## config.mk

```make
export PLATFORM = sky130hd
export DESIGN_NAME = mux_nx1_scan_flat
export DESIGN_NICKNAME = d
export VERILOG_FILES = /design/src/rtl/mux_nx1_scan_pkg.sv /design/src/rtl/mux_nx1_scan_if.sv /design/src/rtl/mux_scan_counter.sv /design/src/rtl/mux_nx1_scan.sv /design/src/flat_wrapper.sv
export SDC_FILE = /design/constraint.sdc
export NUM_CORES = 1
export LEC_CHECK = 0
export ABC_AREA = 1
export CAP_MARGIN = 20
export CORE_MARGIN = 1
export CORE_UTILIZATION = 24
export DETAILED_ROUTE_END_ITERATION = 6
export GPL_ROUTABILITY_DRIVEN = 0
export GPL_TIMING_DRIVEN = 0
export MAX_ROUTING_LAYER = met4
export PLACE_DENSITY_LB_ADDON = 0.1
export SETUP_SLACK_MARGIN = 0.3
export SYNTH_ARGS = -nofsm -noshare
export SYNTH_HDL_FRONTEND = slang
export SYNTH_SLANG_ARGS = --single-unit
export TNS_END_PERCENT = 20
```

## constraint.sdc

```tcl
create_clock -name clock -period 3.05 [get_ports clock]
set_clock_uncertainty 0.05 [all_clocks]
set_input_delay 0.4575 -clock clock [delete_from_list [all_inputs] [get_ports clock]]
set_output_delay 0.4575 -clock clock [all_outputs]
set_load 0.05 [all_outputs]
```

## src/rtl/mux_nx1_scan_pkg.sv

```systemverilog
// mux_nx1_scan_pkg: shared state encodings and mode constants for the
// N-channel registered scan multiplexer.
package mux_nx1_scan_pkg;

  typedef enum logic [1:0] {
    ST_IDLE   = 2'd0,
    ST_DIRECT = 2'd1,
    ST_SCAN   = 2'd2
  } state_e;

  localparam logic MODE_DIRECT = 1'b0;
  localparam logic MODE_SCAN   = 1'b1;

endpackage

```

## src/rtl/mux_nx1_scan_if.sv

```systemverilog
// mux_nx1_scan_if: control and data bundle for mux_nx1_scan.
//   enable, mode, load, sel, data_in : driven by the master (user)
//   data_out, chan_out, valid        : driven by the slave (mux)
//   sel_err                          : only present with MUX_SEL_ERR_EN
interface mux_nx1_scan_if #(
  parameter int WIDTH = 8,
  parameter int N     = 13,
  parameter int SELW  = 4
);
  logic                 enable;
  logic                 mode;
  logic                 load;
  logic [SELW-1:0]      sel;
  logic [N*WIDTH-1:0]   data_in;
  logic [WIDTH-1:0]     data_out;
  logic [SELW-1:0]      chan_out;
  logic                 valid;
`ifdef MUX_SEL_ERR_EN
  logic                 sel_err;

  modport master (output enable, mode, load, sel, data_in,
                  input  data_out, chan_out, valid, sel_err);
  modport slave  (input  enable, mode, load, sel, data_in,
                  output data_out, chan_out, valid, sel_err);
`else
  modport master (output enable, mode, load, sel, data_in,
                  input  data_out, chan_out, valid);
  modport slave  (input  enable, mode, load, sel, data_in,
                  output data_out, chan_out, valid);
`endif
endinterface

```

## src/rtl/mux_scan_counter.sv

```systemverilog
// mux_scan_counter: prescaler plus wrapping channel counter.
//   clock, reset : clock and async active-high reset
//   enable       : low holds prescaler and channel
//   scan         : effective mode this cycle is SCAN
//   enter_scan   : first SCAN cycle; clears prescaler, keeps channel
//   load, sel    : load a channel (out-of-range forced to 0 in SCAN)
//   chan         : current channel (registered)
//   chan_next    : channel after this edge
//   step         : a scheduled scan advance happens this edge
module mux_scan_counter #(
  parameter int N      = 13,
  parameter int SELW   = 4,
  parameter int PERIOD = 4
) (
  input  logic            clock,
  input  logic            reset,
  input  logic            enable,
  input  logic            scan,
  input  logic            enter_scan,
  input  logic            load,
  input  logic [SELW-1:0] sel,
  output logic [SELW-1:0] chan,
  output logic [SELW-1:0] chan_next,
  output logic            step
);
  localparam int PW = (PERIOD > 1) ? $clog2(PERIOD) : 1;
  localparam logic [PW-1:0] PSC_LAST = PW'(PERIOD - 1);

  logic [PW-1:0]   psc_q, psc_d;
  logic [SELW-1:0] chan_q, chan_d;

  always_comb begin
    psc_d  = psc_q;
    chan_d = chan_q;
    step   = 1'b0;
    if (enable) begin
      if (load) begin
        chan_d = (scan && int'(sel) >= N) ? '0 : sel;
        psc_d  = '0;
      end else if (enter_scan) begin
        psc_d = '0;
      end else if (scan) begin
        if (psc_q == PSC_LAST) begin
          step  = 1'b1;
          psc_d = '0;
          // >= also recovers a channel left out of range by DIRECT mode
          chan_d = (int'(chan_q) >= N - 1) ? '0 : chan_q + 1'b1;
        end else begin
          psc_d = psc_q + 1'b1;
        end
      end
    end
  end

  always_ff @(posedge clock or posedge reset) begin
    if (reset) begin
      psc_q  <= '0;
      chan_q <= '0;
    end else begin
      psc_q  <= psc_d;
      chan_q <= chan_d;
    end
  end

  assign chan      = chan_q;
  assign chan_next = chan_d;
endmodule

```

## src/rtl/mux_nx1_scan.sv

```systemverilog
// mux_nx1_scan: N-channel WIDTH-bit registered multiplexer with DIRECT and
// SCAN modes.
//   clock, reset : clock and async active-high reset
//   bus (slave)  : enable/mode/load/sel/data_in in; data_out/chan_out/valid out
// Optional macro MUX_SEL_ERR_EN adds sticky bus.sel_err, set when a load is
// accepted with sel >= N.
module mux_nx1_scan
  import mux_nx1_scan_pkg::*;
#(
  parameter int WIDTH   = 8,
  parameter int N       = 13,
  parameter int SELW    = 4,
  parameter int PERIOD  = 4,
  parameter int DEFAULT = 0
) (
  input  logic         clock,
  input  logic         reset,
  mux_nx1_scan_if.slave bus
);
  state_e          state_q, state_d;
  logic [WIDTH-1:0] data_q, data_d, data_sel;
  logic            valid_q, valid_d;
  logic            scan, enter_scan, step;
  logic [SELW-1:0] chan, chan_next;

  assign scan       = (bus.mode == MODE_SCAN);
  assign enter_scan = scan && (state_q != ST_SCAN);

  always_comb begin
    state_d = state_q;
    if (bus.enable) begin
      state_d = scan ? ST_SCAN : ST_DIRECT;
    end
  end

  mux_scan_counter #(
    .N      (N),
    .SELW   (SELW),
    .PERIOD (PERIOD)
  ) u_cnt (
    .clock      (clock),
    .reset      (reset),
    .enable     (bus.enable),
    .scan       (scan),
    .enter_scan (enter_scan),
    .load       (bus.load),
    .sel        (bus.sel),
    .chan       (chan),
    .chan_next  (chan_next),
    .step       (step)
  );

  always_comb begin
    data_sel = WIDTH'(DEFAULT);
    for (int unsigned k = 0; k < N; k++) begin
      if (chan_next == SELW'(k)) begin
        data_sel = bus.data_in[k*WIDTH +: WIDTH];
      end
    end
  end

  always_comb begin
    data_d  = data_q;
    valid_d = 1'b0;
    if (bus.enable) begin
      data_d  = data_sel;
      valid_d = bus.load || (chan_next != chan);
    end
  end

  always_ff @(posedge clock or posedge reset) begin
    if (reset) begin
      state_q <= ST_IDLE;
      data_q  <= WIDTH'(DEFAULT);
      valid_q <= 1'b0;
    end else begin
      state_q <= state_d;
      data_q  <= data_d;
      valid_q <= valid_d;
    end
  end

  assign bus.data_out = data_q;
  assign bus.chan_out = chan;
  assign bus.valid    = valid_q;

`ifdef MUX_SEL_ERR_EN
  logic sel_err_q, sel_err_d;

  always_comb begin
    sel_err_d = sel_err_q;
    if (bus.enable && bus.load && int'(bus.sel) >= N) begin
      sel_err_d = 1'b1;
    end
  end

  always_ff @(posedge clock or posedge reset) begin
    if (reset) sel_err_q <= 1'b0;
    else       sel_err_q <= sel_err_d;
  end

  assign bus.sel_err = sel_err_q;
`endif
endmodule

```

## src/flat_wrapper.sv

```systemverilog
// flat-port wrapper written by rule: the top's interface ports become plain ports
module mux_nx1_scan_flat import mux_nx1_scan_pkg::*;
#(
  parameter int WIDTH   = 8,
  parameter int N       = 13,
  parameter int SELW    = 4,
  parameter int PERIOD  = 4,
  parameter int DEFAULT = 0
)
  (clock, reset, bus_enable, bus_mode, bus_load, bus_sel, bus_data_in, bus_data_out, bus_chan_out, bus_valid);
  mux_nx1_scan_if #(.WIDTH(WIDTH), .N(N), .SELW(SELW)) bus_i ();
  input  logic clock;
  input  logic reset;
  input wire logic [$bits(bus_i.enable)-1:0] bus_enable;
  input wire logic [$bits(bus_i.mode)-1:0] bus_mode;
  input wire logic [$bits(bus_i.load)-1:0] bus_load;
  input wire logic [$bits(bus_i.sel)-1:0] bus_sel;
  input wire logic [$bits(bus_i.data_in)-1:0] bus_data_in;
  output wire logic [$bits(bus_i.data_out)-1:0] bus_data_out;
  output wire logic [$bits(bus_i.chan_out)-1:0] bus_chan_out;
  output wire logic [$bits(bus_i.valid)-1:0] bus_valid;
  assign bus_i.enable = bus_enable;
  assign bus_i.mode = bus_mode;
  assign bus_i.load = bus_load;
  assign bus_i.sel = bus_sel;
  assign bus_i.data_in = bus_data_in;
  assign bus_data_out = bus_i.data_out;
  assign bus_chan_out = bus_i.chan_out;
  assign bus_valid = bus_i.valid;
  mux_nx1_scan #(.WIDTH(WIDTH), .N(N), .SELW(SELW), .PERIOD(PERIOD), .DEFAULT(DEFAULT)) u_core (.clock(clock), .reset(reset), .bus(bus_i));
endmodule
```

==> insert_results.sql, run 1 <==
INSERT INTO impl_metrics (metric_group, metric, value, unit) VALUES
('power', 'leakagePower', '0.00165', 'uW'),
('logic_synthesis', 'synth.lib_cells_used.distinct', '34', ''),
('critical_path', 'worst-path-max-fanout', '8', ''),
('critical_path', 'cp-end-kind', 'register', ''),
('grt', 'antenna_found_initial', '0', ''),
('power', 'total_power_divided_by_cell_area', '354', 'nW/um^2'),
('logic_synthesis', 'synth.mux.area_fraction', '0', '%'),
('cts', 'cts-root-buf', 'sky130_fd_sc_hd__clkbuf_8', ''),
('cts', 'cts-buffers-inserted', '3', ''),
('floorplanning', 'die_h', '94.0', 'um'),
('cts', 'cts.sink_count', '17', ''),
('grt', 'grt_max_degree', '18', ''),
('layout', 'layout_commonest_cell', 'sky130_fd_sc_hd__clkdlybuf4s50_1', ''),
('critical_path', 'critPathMaxStageDelay', '510', 'ps'),
('logic_synthesis', 'synth_top_cells_by_area', 'sky130_fd_sc_hd__nand2_1, sky130_fd_sc_hd__dfrtp_1, sky130_fd_sc_hd__inv_1', ''),
('timing', 'timing.slew.headroom', '57.3', '%'),
('grt', 'grt_overflow_total', '0', ''),
('critical_path', 'worst_r2r_startpoint', 'u_core.u_cnt.psc_q[0]', ''),
('logic_synthesis', 'yosysTopAreaCellShare', '21.6', '%'),
('floorplanning', 'start_util', '24.7', '%'),
('power', 'ir_worst_vdd', '0.000242', 'V'),
('floorplanning', 'placement_rows', '33', ''),
('logic_synthesis', 'yosys_register_bits', '17', ''),
('place', 'dpl-instance-area', '3410', 'sq um'),
('critical_path', 'register_to_register_setup_slack', '570', 'ps'),
('drt', 'drt-vias-per-instance', '4.42', ''),
('run', 'max-cap-violations', '0', ''),
('logic_synthesis', 'sequential_cell_area_fraction_in_the_yosys_report', '20.9', '%'),
('drt', 'avgRoutedWirePerCell', '13.0', 'um'),
('logic_synthesis', 'synth_area_leader_cell', 'sky130_fd_sc_hd__nand2_1', ''),
('critical_path', 'critPathSlowestCell', 'sky130_fd_sc_hd__clkdlybuf4s50_1', ''),
('cts', 'tritoncts', 'done', ''),
('timing', 'final_hold_viol_count', '0', ''),
('drt', 'firstDrtPassIters', '5', ''),
('timing', 'period_utilization', '86.4', '%'),
('logic_synthesis', 'synth-adder-area-share', '1.23', '%'),
('logic_synthesis', 'synthesis.yosys.warnings', '0', ''),
('layout', 'nets', '601', ''),
('layout', 'final_core_util', '43.9', '%'),
('timing', 'max_freq', '379', 'MHz'),
('grt', 'globalRouteTotalUtil', '17.2', '%'),
('logic_synthesis', 'post_synth_instance_area', '2030', 'sq um'),
('critical_path', 'worst_setup_path_endpoint', 'u_core.bus.data_out[1]', ''),
('logic_synthesis', 'syn-instance-count', '350', ''),
('timing', 'final.min_clock_period', '2640', 'ps'),
('critical_path', 'critical_path_required', '3190', 'ps'),
('grt', 'first_global_vias', '2364', ''),
('drt', 'route.final.wire_length', '7660', 'um'),
('timing', 'slew_viol_final', '0', ''),
('layout', 'post-route-cell-area', '3600', 'sq um'),
('floorplanning', 'pin_count', '126', ''),
('critical_path', 'path_class', 'input pin to register', ''),
('timing', 'finalSetupTns', '0', 'ps'),
('place', 'buffer_ports.inserted', '124', ''),
('cts', 'clockBufferDepth', '2', ''),
('outcome', 'run_status', 'finished, final reports clean', ''),
('critical_path', 'crit_chain', 'clkdlybuf4s50_1 > nand3_2 > nor2_4 > nor2_1 > nor2_1 > nand2_2 > nand2_4 > nand2_4 > nor2_4 > nand2_1 > nand3_1 > nor2_1 > nand4_1 > nand2_1 > nand4_1 > nand2_1 > a21oi_1', ''),
('floorplanning', 'die_area', '8840', 'sq um'),
('logic_synthesis', 'postSynthNetCount', '465', ''),
('drt', 'drtAntennaViolNets', '0', ''),
('logic_synthesis', 'synth_top_family_by_area', 'simple AND/OR/NAND/NOR gates', ''),
('floorplanning', 'horizontal_die_dimension', '94.0', 'um'),
('logic_synthesis', 'synth_xor_xnor_area_share', '0.862', '%'),
('critical_path', 'r2r-end', 'u_core.bus.data_out[2]', ''),
('logic_synthesis', 'synthSimpleGateAreaFrac', '56.6', '%'),
('cts', 'number_of_buffers_added_to_fix_hold_violations_after_cts', '0', ''),
('power', 'p_total', '1280', 'uW'),
('drt', 'drt_iter0_drc', '67', ''),
('layout', 'layout_common_cells', 'sky130_fd_sc_hd__clkdlybuf4s50_1, sky130_fd_sc_hd__nand2_1, sky130_fd_sc_hd__inv_1, sky130_fd_sc_hd__nor2_1, sky130_fd_sc_hd__nand3_1', ''),
('logic_synthesis', 'synth_compound_area_share', '9.42', '%'),
('cts', 'clock_insertion_delay_worst_skew', '250', 'ps');
layer usage:
metal / GRT usage, % / wire, um / vias up / part of all wire, %
met1: 24.2 / 3550 / 1141 / 46
met5: - / 0 / - / 0
li1: - / - / 1379 / -
met3: 2.83 / 381 / 7 / 5.0
met4: 1.54 / 63 / 0 / 0.82
met2: 26.8 / 3660 / 78 / 48
Yosys cell counts (all sizes together):
| master | n |
|---|---|
| xor2 | 2 |
| dfrtp | 17 |
| clkinv | 1 |
| a2111o | 1 |
| buf | 3 |
| nor3 | 5 |
| or2 | 7 |
| inv | 51 |
| a211oi | 1 |
| ha | 2 |
| a21oi | 20 |
| nor2 | 52 |
| nand3 | 34 |
| clkbuf | 1 |
| nand2 | 126 |
| nand4 | 15 |
| o21bai | 1 |
| o21ai | 9 |
| o21a | 1 |
| a41oi | 1 |
cell type report:
cell class | count | area [sq um]
sequential | 17 | 425
clock inverter | 1 | 5.00
timing repair buffer | 130 | 1290
tap | 105 | 131
inverter | 52 | 200
multi-input combinational | 278 | 1480
clock buffer | 3 | 41.3
fill | 862 | 4610
buffer | 4 | 27.5
through the flow:
| stage | hold slack [ps] | instances |
|---|---|---|
| finish | 434 | 590 |
| global route | 459 | 590 |
| CTS | 440 | 583 |
| detailed placement | 422 | 579 |
| global placement | 417 | 579 |
| floorplan | 334 | 350 |
logic make-up after synthesis:
logic type               after synthesis
AO/OA/AOI/OAI                         34
AND/OR/NAND/NOR                      239
adder cells (fa/ha/maj)                2
buffers and inverters                 56
flip-flops                            17
XOR/XNOR                               2
state kept, by name, summed over array words and instances, names as in the netlist:
signal,flops
u_core.bus.data_out,8
u_core.u_cnt.chan,4
u_core.state_q,2
u_core.u_cnt.psc_q,2
u_core.bus.valid,1
timing repair:
action,CTS,global route
endpoints found under the setup margin,8,8
gates cloned,0,1
pin swaps,1,9
gates resized for setup,3,26
buffers inserted,0,6
worst min path at each step:
stage	startpoint	end	slack [ps]	depth (start not counted)
final	u_core.bus.data_out[4]	u_core.bus.data_out[4]	430	2
after global routing	u_core.bus.data_out[4]	u_core.bus.data_out[4]	460	2
after floorplan	reset	u_core.bus.data_out[0]	330	1
after detailed placement	u_core.bus.data_out[4]	u_core.bus.data_out[4]	420	2
after CTS	u_core.bus.data_out[4]	u_core.bus.data_out[4]	440	2
after global placement	u_core.bus.data_out[7]	u_core.bus.data_out[7]	420	2
where the power goes:
| part | internal [uW] | switching [uW] |
|---|---|---|
| Clock | 90.7 | 78.9 |
| Sequential | 269 | 35.1 |
| Combinational | 332 | 469 |
critical path: cells and delay by family:
kind / cells / cell delay [ps]
compound gates: 1 / 110
simple gates: 15 / 1690
buf+inv: 1 / 510
(Power assumes the default switching activity.)
==> run 2, diff against run 1 <==
CAP_MARGIN = not set   (was 20)
CORE_UTILIZATION = 38   (was 24)
==> insert_results.sql, run 2 (synthesis gave the netlist of run 1 again) <==
INSERT INTO impl_metrics (metric_group, metric, value, unit) VALUES
('outcome', 'run_status', 'finished, final reports clean', ''),
('place', 'dp_worst_setup_slack', '-25.2', 'ps'),
('power', 'internal_power', '690', 'uW'),
('floorplanning', 'pin_count', '126', ''),
('grt', 'grt_overflow_total', '0', ''),
('timing', 'timing.slew.headroom', '56.5', '%'),
('power', 'power.share.clock', '13.9', '%'),
('layout', 'layout_common_cells', 'sky130_fd_sc_hd__clkdlybuf4s50_1, sky130_fd_sc_hd__nand2_1, sky130_fd_sc_hd__inv_1, sky130_fd_sc_hd__nor2_1, sky130_fd_sc_hd__nand3_1', ''),
('drt', 'drtAntennaViolNets', '0', ''),
('cts', 'cts-root-buf', 'sky130_fd_sc_hd__clkbuf_8', ''),
('floorplanning', 'core_area', '5140', 'sq um'),
('drt', 'avgRoutedWirePerCell', '12.3', 'um'),
('timing', 'crit_path_setup_slack_layout', '539', 'ps'),
('cts', 'number_of_buffers_added_to_fix_hold_violations_after_cts', '0', ''),
('grt', 'groute.layer.met1.usage', '30.9', '%'),
('grt', 'grt_pass1_wl', '10100', 'um'),
('critical_path', 'register_to_register_setup_slack', '550', 'ps'),
('critical_path', 'worst-path-max-fanout', '8', ''),
('power', 'leakagePower', '0.00162', 'uW'),
('run', 'max-cap-violations', '0', ''),
('timing', 'rsz_0062_raised_after_global_routing', 'true', ''),
('grt', 'grt_max_degree', '18', ''),
('power', 'p_comb_share', '61.7', '%'),
('critical_path', 'critical_path_required', '3200', 'ps'),
('layout', 'syn2layout_area_growth', '72.4', '%'),
('power', 'total_power_divided_by_cell_area', '357', 'nW/um^2'),
('layout', 'final_core_util', '68.2', '%'),
('timing', 'finalSetupTns', '0', 'ps'),
('grt', 'globalRouteMet2Util', '41.7', '%'),
('cts', 'clock_insertion_delay_worst_skew', '250', 'ps'),
('layout', 'nets', '600', ''),
('place', 'dp.final_hpwl', '5590', 'um'),
('critical_path', 'path_class', 'input pin to register', ''),
('floorplanning', 'die_h', '75.1', 'um'),
('grt', 'gr-max-usage-layer', 'met2', ''),
('timing', 'finalSetupViolCount', '0', ''),
('place', 'dpl.cell_count', '544', ''),
('layout', 'layout_commonest_cell', 'sky130_fd_sc_hd__clkdlybuf4s50_1', ''),
('timing', 'final_hold_viol_count', '0', ''),
('power', 'seq_power_share', '24.4', '%'),
('grt', 'grt_util_met3', '2.81', '%'),
('floorplanning', 'placement_rows', '26', ''),
('cts', 'clkTransAtPathRegs', '70', 'ps'),
('drt', 'firstDrtPassIters', '4', ''),
('drt', 'drt-vias-per-instance', '4.80', ''),
('floorplanning', 'start_util', '39.6', '%'),
('grt', 'antenna_found_initial', '0', ''),
('critical_path', 'timing.critical_path.arrival', '2660', 'ps'),
('place', 'buffer_ports.inserted', '124', ''),
('timing', 'worst_slew_pin_slew', '652', 'ps'),
('floorplanning', 'horizontal_die_dimension', '75.1', 'um'),
('grt', 'first_global_vias', '2312', ''),
('cts', 'cts.sink_count', '17', ''),
('cts', 'cts-buffers-inserted', '3', ''),
('power', 'ir_worst_vdd', '0.000395', 'V'),
('layout', 'post-route-cell-area', '3510', 'sq um'),
('drt', 'drt_iter0_drc', '66', ''),
('floorplanning', 'die_area', '5650', 'sq um'),
('place', 'dpl-instance-area', '3360', 'sq um'),
('drt', 'route.final.wire_length', '6790', 'um'),
('timing', 'period_utilization', '82.3', '%'),
('timing', 'max_freq', '398', 'MHz'),
('power', 'p_switching', '560', 'uW'),
('power', 'swShare', '44.8', '%'),
('timing', 'slew_viol_final', '0', ''),
('drt', 'drt_drc_violations_left', '0', ''),
('critical_path', 'startpoint_type', 'input pin', ''),
('layout', 'fillerInstances', '478', ''),
('worst_hold_path', 'hold_path.class', 'register to register', ''),
('timing', 'final.min_clock_period', '2510', 'ps'),
('layout', 'flip_flop_count_of_the_largest_register_all_copies_and_words_added', '8', ''),
('drt', 'dr_total_vias', '2657', ''),
('layout', 'insertedDiodeCount', '0', ''),
('grt', 'globalRouteTotalUtil', '24.3', '%'),
('layout', 'drive_above_1_share', '10.5', '%'),
('cts', 'clockBufferDepth', '2', ''),
('cts', 'tritoncts', 'done', ''),
('critical_path', 'cp-end-kind', 'register', ''),
('cts', 'ctsHtreeMaxLevel', '1', ''),
('layout', 'instances_no_fill', '554', '');
## run 2: cell count changes in the layout (fill, tap and decap cells not counted), moves of 2 or more
cell / change
sky130_fd_sc_hd__nor2_1: +2
sky130_fd_sc_hd__nand3_2: -2
sky130_fd_sc_hd__nor2_2: -3
sky130_fd_sc_hd__nand2_4: -3
sky130_fd_sc_hd__nand2_1: +3
sky130_fd_sc_hd__nand3_1: +2
## run 2: what timing repair did
item	in CTS	in global routing
endpoints found under the hold margin	0	0
setup buffers	0	6
endpoints found under the setup margin	3	8
gates resized for setup	1	13
pin swaps	0	3
## run 2: power by group through the flow
| stage | Sequential [uW] | Clock (uW) | Combinational, uW |
|---|---|---|---|
| floorplan | 442 | 0 | 303 |
| global placement | 307 | 0 | 742 |
| detailed placement | 307 | 0 | 748 |
| CTS | 304 | 179 | 751 |
| global route | 311 | 188 | 839 |
| finish | 305 | 173 | 771 |
## run 2: per-stage QoR
step	hold WS, ps	power [uW]
floorplan	334	744
detailed placement	417	1060
CTS	439	1230
finish	437	1250
global placement	415	1050
global route	446	1340
## run 2: cell type report
cell class | count | area (sq um) | share of cell area, %
clock inverter | 1 | 5.00 | 0.143
timing repair buffer | 130 | 1290 | 36.8
sequential | 17 | 425 | 12.1
buffer | 4 | 27.5 | 0.785
clock buffer | 3 | 41.3 | 1.18
multi-input combinational | 277 | 1430 | 40.8
tap | 70 | 87.6 | 2.50
inverter | 52 | 198 | 5.64
## run 2: worst paths after layout
path,startpoint,to,depth (start not counted)
worst max-delay path,bus_sel[3],u_core.bus.data_out[2],19
worst min-delay path,u_core.bus.data_out[0],u_core.bus.data_out[0],2
worst max register to register,u_core.u_cnt.psc_q[0],u_core.bus.data_out[0],21
worst min register to register,u_core.bus.data_out[0],u_core.bus.data_out[0],2
max in group asynchronous,reset,u_core.u_cnt.chan[1],2
min in group asynchronous,reset,u_core.bus.data_out[1],2
## run 2: layer usage
layer / part of all wire, % / wire (um)
met4: 1.2 / 83
met5: 0 / 0
met1: 45 / 3060
met2: 49 / 3310
met3: 5.0 / 338
## run 2: critical path, cell delays in order
cell	delay, ps
sky130_fd_sc_hd__clkdlybuf4s50_1	500
sky130_fd_sc_hd__nand3_2	130
sky130_fd_sc_hd__nor2_4	150
sky130_fd_sc_hd__nor2_1	50
sky130_fd_sc_hd__nor2_1	110
sky130_fd_sc_hd__nand2_2	110
sky130_fd_sc_hd__nand2_4	160
sky130_fd_sc_hd__nand2_2	130
sky130_fd_sc_hd__nor2_4	220
sky130_fd_sc_hd__nand2_1	90
sky130_fd_sc_hd__nand2_1	70
sky130_fd_sc_hd__nor2_1	40
sky130_fd_sc_hd__nand2_1	80
sky130_fd_sc_hd__nand2_1	60
sky130_fd_sc_hd__nand4_1	60
sky130_fd_sc_hd__nand2_1	70
sky130_fd_sc_hd__nand4_1	70
sky130_fd_sc_hd__nand2_1	50
sky130_fd_sc_hd__nand2_1	50
==> run 3, diff against run 2 <==
CORE_UTILIZATION = 34   (was 38)
clock period = 2.08 ns   (was 3.05 ns; I/O delays follow)
==> insert_results.sql, run 3 (synthesis gave the netlist of run 1 again) <==
INSERT INTO impl_metrics (metric_group, metric, value, unit) VALUES
('timing', 'worst_slew_pin_slew', '637', 'ps'),
('timing', 'max_freq', '430', 'MHz'),
('critical_path', 'critPathSlowestCell', 'sky130_fd_sc_hd__dfrtp_1', ''),
('cts', 'ctsHtreeMaxLevel', '1', ''),
('drt', 'drt_drc_violations_left', '0', ''),
('critical_path', 'critPathMaxStageDelay', '400', 'ps'),
('cts', 'number_of_buffers_added_to_fix_hold_violations_after_cts', '0', ''),
('cts', 'clock_insertion_delay_worst_skew', '250', 'ps'),
('cts', 'cts-root-buf', 'sky130_fd_sc_hd__clkbuf_8', ''),
('run', 'max-cap-violations', '0', ''),
('grt', 'grt_max_degree', '18', ''),
('place', 'buffer_ports.inserted', '124', ''),
('drt', 'avgRoutedWirePerCell', '13.0', 'um'),
('layout', 'flip_flop_count_of_the_largest_register_all_copies_and_words_added', '8', ''),
('layout', 'insertedDiodeCount', '0', ''),
('cts', 'clkTransAtPathRegs', '70', 'ps'),
('layout', 'instances_no_fill', '572', ''),
('cts', 'clockBufferDepth', '2', ''),
('critical_path', 'worst-path-max-fanout', '8', ''),
('power', 'swShare', '45.3', '%'),
('timing', 'timing.slew.headroom', '57.5', '%'),
('critical_path', 'timing.critical_path.arrival', '2420', 'ps'),
('timing', 'finalSetupViolCount', '8', ''),
('floorplanning', 'die_h', '79.3', 'um'),
('timing', 'crit_path_setup_slack_layout', '-244', 'ps'),
('power', 'p_total', '1900', 'uW'),
('power', 'ir_worst_vdd', '0.000589', 'V'),
('power', 'internal_power', '1040', 'uW'),
('layout', 'layout_commonest_cell', 'sky130_fd_sc_hd__nand2_1', ''),
('critical_path', 'most_frequent_cell_on_critical_path', 'sky130_fd_sc_hd__nand2_1', ''),
('critical_path', 'largest_delay_contributor_family_on_the_critical_path', 'simple AND/OR/NAND/NOR gates', ''),
('power', 'total_power_divided_by_cell_area', '507', 'nW/um^2'),
('drt', 'drt-vias-per-instance', '4.88', ''),
('drt', 'route.final.wire_length', '7440', 'um'),
('place', 'dp_worst_setup_slack', '-841', 'ps'),
('layout', 'drive_above_1_share', '19.2', '%'),
('floorplanning', 'core_area', '5640', 'sq um'),
('drt', 'drtAntennaViolNets', '0', ''),
('cts', 'tritoncts', 'done', ''),
('cts', 'cts-buffers-inserted', '3', ''),
('critical_path', 'cp-end-kind', 'register', ''),
('timing', 'final.min_clock_period', '2320', 'ps'),
('power', 'p_comb_share', '63.3', '%'),
('critical_path', 'register_to_register_setup_slack', '-240', 'ps'),
('grt', 'first_global_vias', '2584', ''),
('power', 'p_switching', '862', 'uW'),
('drt', 'firstDrtPassIters', '4', ''),
('layout', 'nets', '616', ''),
('floorplanning', 'die_area', '6290', 'sq um'),
('critical_path', 'worst-path-buf-inv', '1', ''),
('timing', 'slew_viol_final', '0', ''),
('critical_path', 'critical_path_required', '2180', 'ps'),
('timing', 'rsz_0062_raised_after_global_routing', 'true', ''),
('timing', 'period_utilization', '112', '%'),
('grt', 'grt_pass1_wl', '11500', 'um'),
('outcome', 'run_status', 'finished with violations', ''),
('critical_path', 'startpoint_type', 'register', ''),
('grt', 'globalRouteTotalUtil', '24.0', '%'),
('worst_hold_path', 'hold_path.class', 'input pin to async pin', ''),
('layout', 'layout_common_cells', 'sky130_fd_sc_hd__nand2_1, sky130_fd_sc_hd__clkdlybuf4s50_1, sky130_fd_sc_hd__inv_1, sky130_fd_sc_hd__nor2_1, sky130_fd_sc_hd__nand3_1', ''),
('cts', 'cts.sink_count', '17', ''),
('floorplanning', 'placement_rows', '27', ''),
('floorplanning', 'pin_count', '126', ''),
('power', 'seq_power_share', '23.4', '%'),
('drt', 'dr_total_vias', '2791', ''),
('place', 'dp.final_hpwl', '5810', 'um'),
('floorplanning', 'horizontal_die_dimension', '79.3', 'um'),
('power', 'leakagePower', '0.00179', 'uW'),
('place', 'dpl.cell_count', '546', ''),
('outcome', 'failed_checks', 'negative setup slack', ''),
('grt', 'antenna_found_initial', '0', ''),
('critical_path', 'crit_chain', 'ha_4 > nand2_4 > inv_4 > nand3_2 > nand2_1 > nand3_2 > nand2_2 > nand2_4 > nand2_4 > nor2_4 > nand2_1 > nand2_1 > nor2_2 > nand4_1 > nand2_1 > nand3_2 > nor2_2 > nand3_1 > nand2_1 > nand2_1', ''),
('layout', 'syn2layout_area_growth', '84.4', '%'),
('grt', 'grt_overflow_total', '0', ''),
('critical_path', 'path_class', 'register to register', ''),
('timing', 'final_hold_viol_count', '0', ''),
('floorplanning', 'start_util', '36.0', '%'),
('drt', 'drt_iter0_drc', '89', ''),
('power', 'power.share.clock', '13.3', '%');
run 3: final cells by class:
class                   instances  area, sq um
plain buffers                   4         27.5
clock buffers                   4         45.0
multi-input cells             278         1560
well taps                      72         90.1
inverters                      52          205
fillers                       525         1890
repair buffers                145         1390
flip-flops and latches         17          430
run 3: worst paths after layout:
kind,start,end,cells after the start
min in group clock,bus_enable,u_core.bus.data_out[6],5
hold / removal,reset,u_core.bus.data_out[1],2
setup / recovery,u_core.u_cnt.psc_q[1],u_core.bus.data_out[3],20
setup reg to reg,u_core.u_cnt.psc_q[1],u_core.bus.data_out[3],20
max in group asynchronous,reset,u_core.u_cnt.chan[2],2
hold reg to reg,u_core.bus.data_out[4],u_core.bus.data_out[4],2
run 3: layer usage:
metal	vias up	routed length, um	GRT usage, %
li1	1416	-	-
met1	1265	3190	28.6
met2	101	3740	42.7
met3	9	428	3.22
met4	0	82	5.45
met5	-	0	-
run 3: power groups by stage:
| stage | registers (uW) | clock network (uW) | logic [uW] |
|---|---|---|---|
| after floorplan | 650 | 0 | 444 |
| after global placement | 455 | 0 | 1090 |
| after detailed placement | 454 | 0 | 1100 |
| after CTS | 444 | 260 | 1160 |
| after global routing | 454 | 272 | 1300 |
| final | 445 | 253 | 1200 |
run 3: what timing repair did:
item                       in CTS  in global routing
gates cloned                    0                  1
pin swaps                      19                 27
gates resized for setup        38                 30
buffers inserted               16                  5
hold endpoints to repair        0                  0
setup endpoints to repair      19                 12
run 3: metrics by stage:
step | hold WS [ps] | utilization, % | area, sq um | setup TNS [ps]
2_1_floorplan | 188 | - | 2040 | -908
3_3_place_gp | 417 | 59.7 | 3370 | -6030
3_5_place_dp | 422 | 59.7 | 3370 | -6440
4_1_cts | 396 | 63.8 | 3600 | -1800
5_1_grt | 437 | 66.4 | 3750 | -3120
6_report | 384 | 66.4 | 3750 | -1680
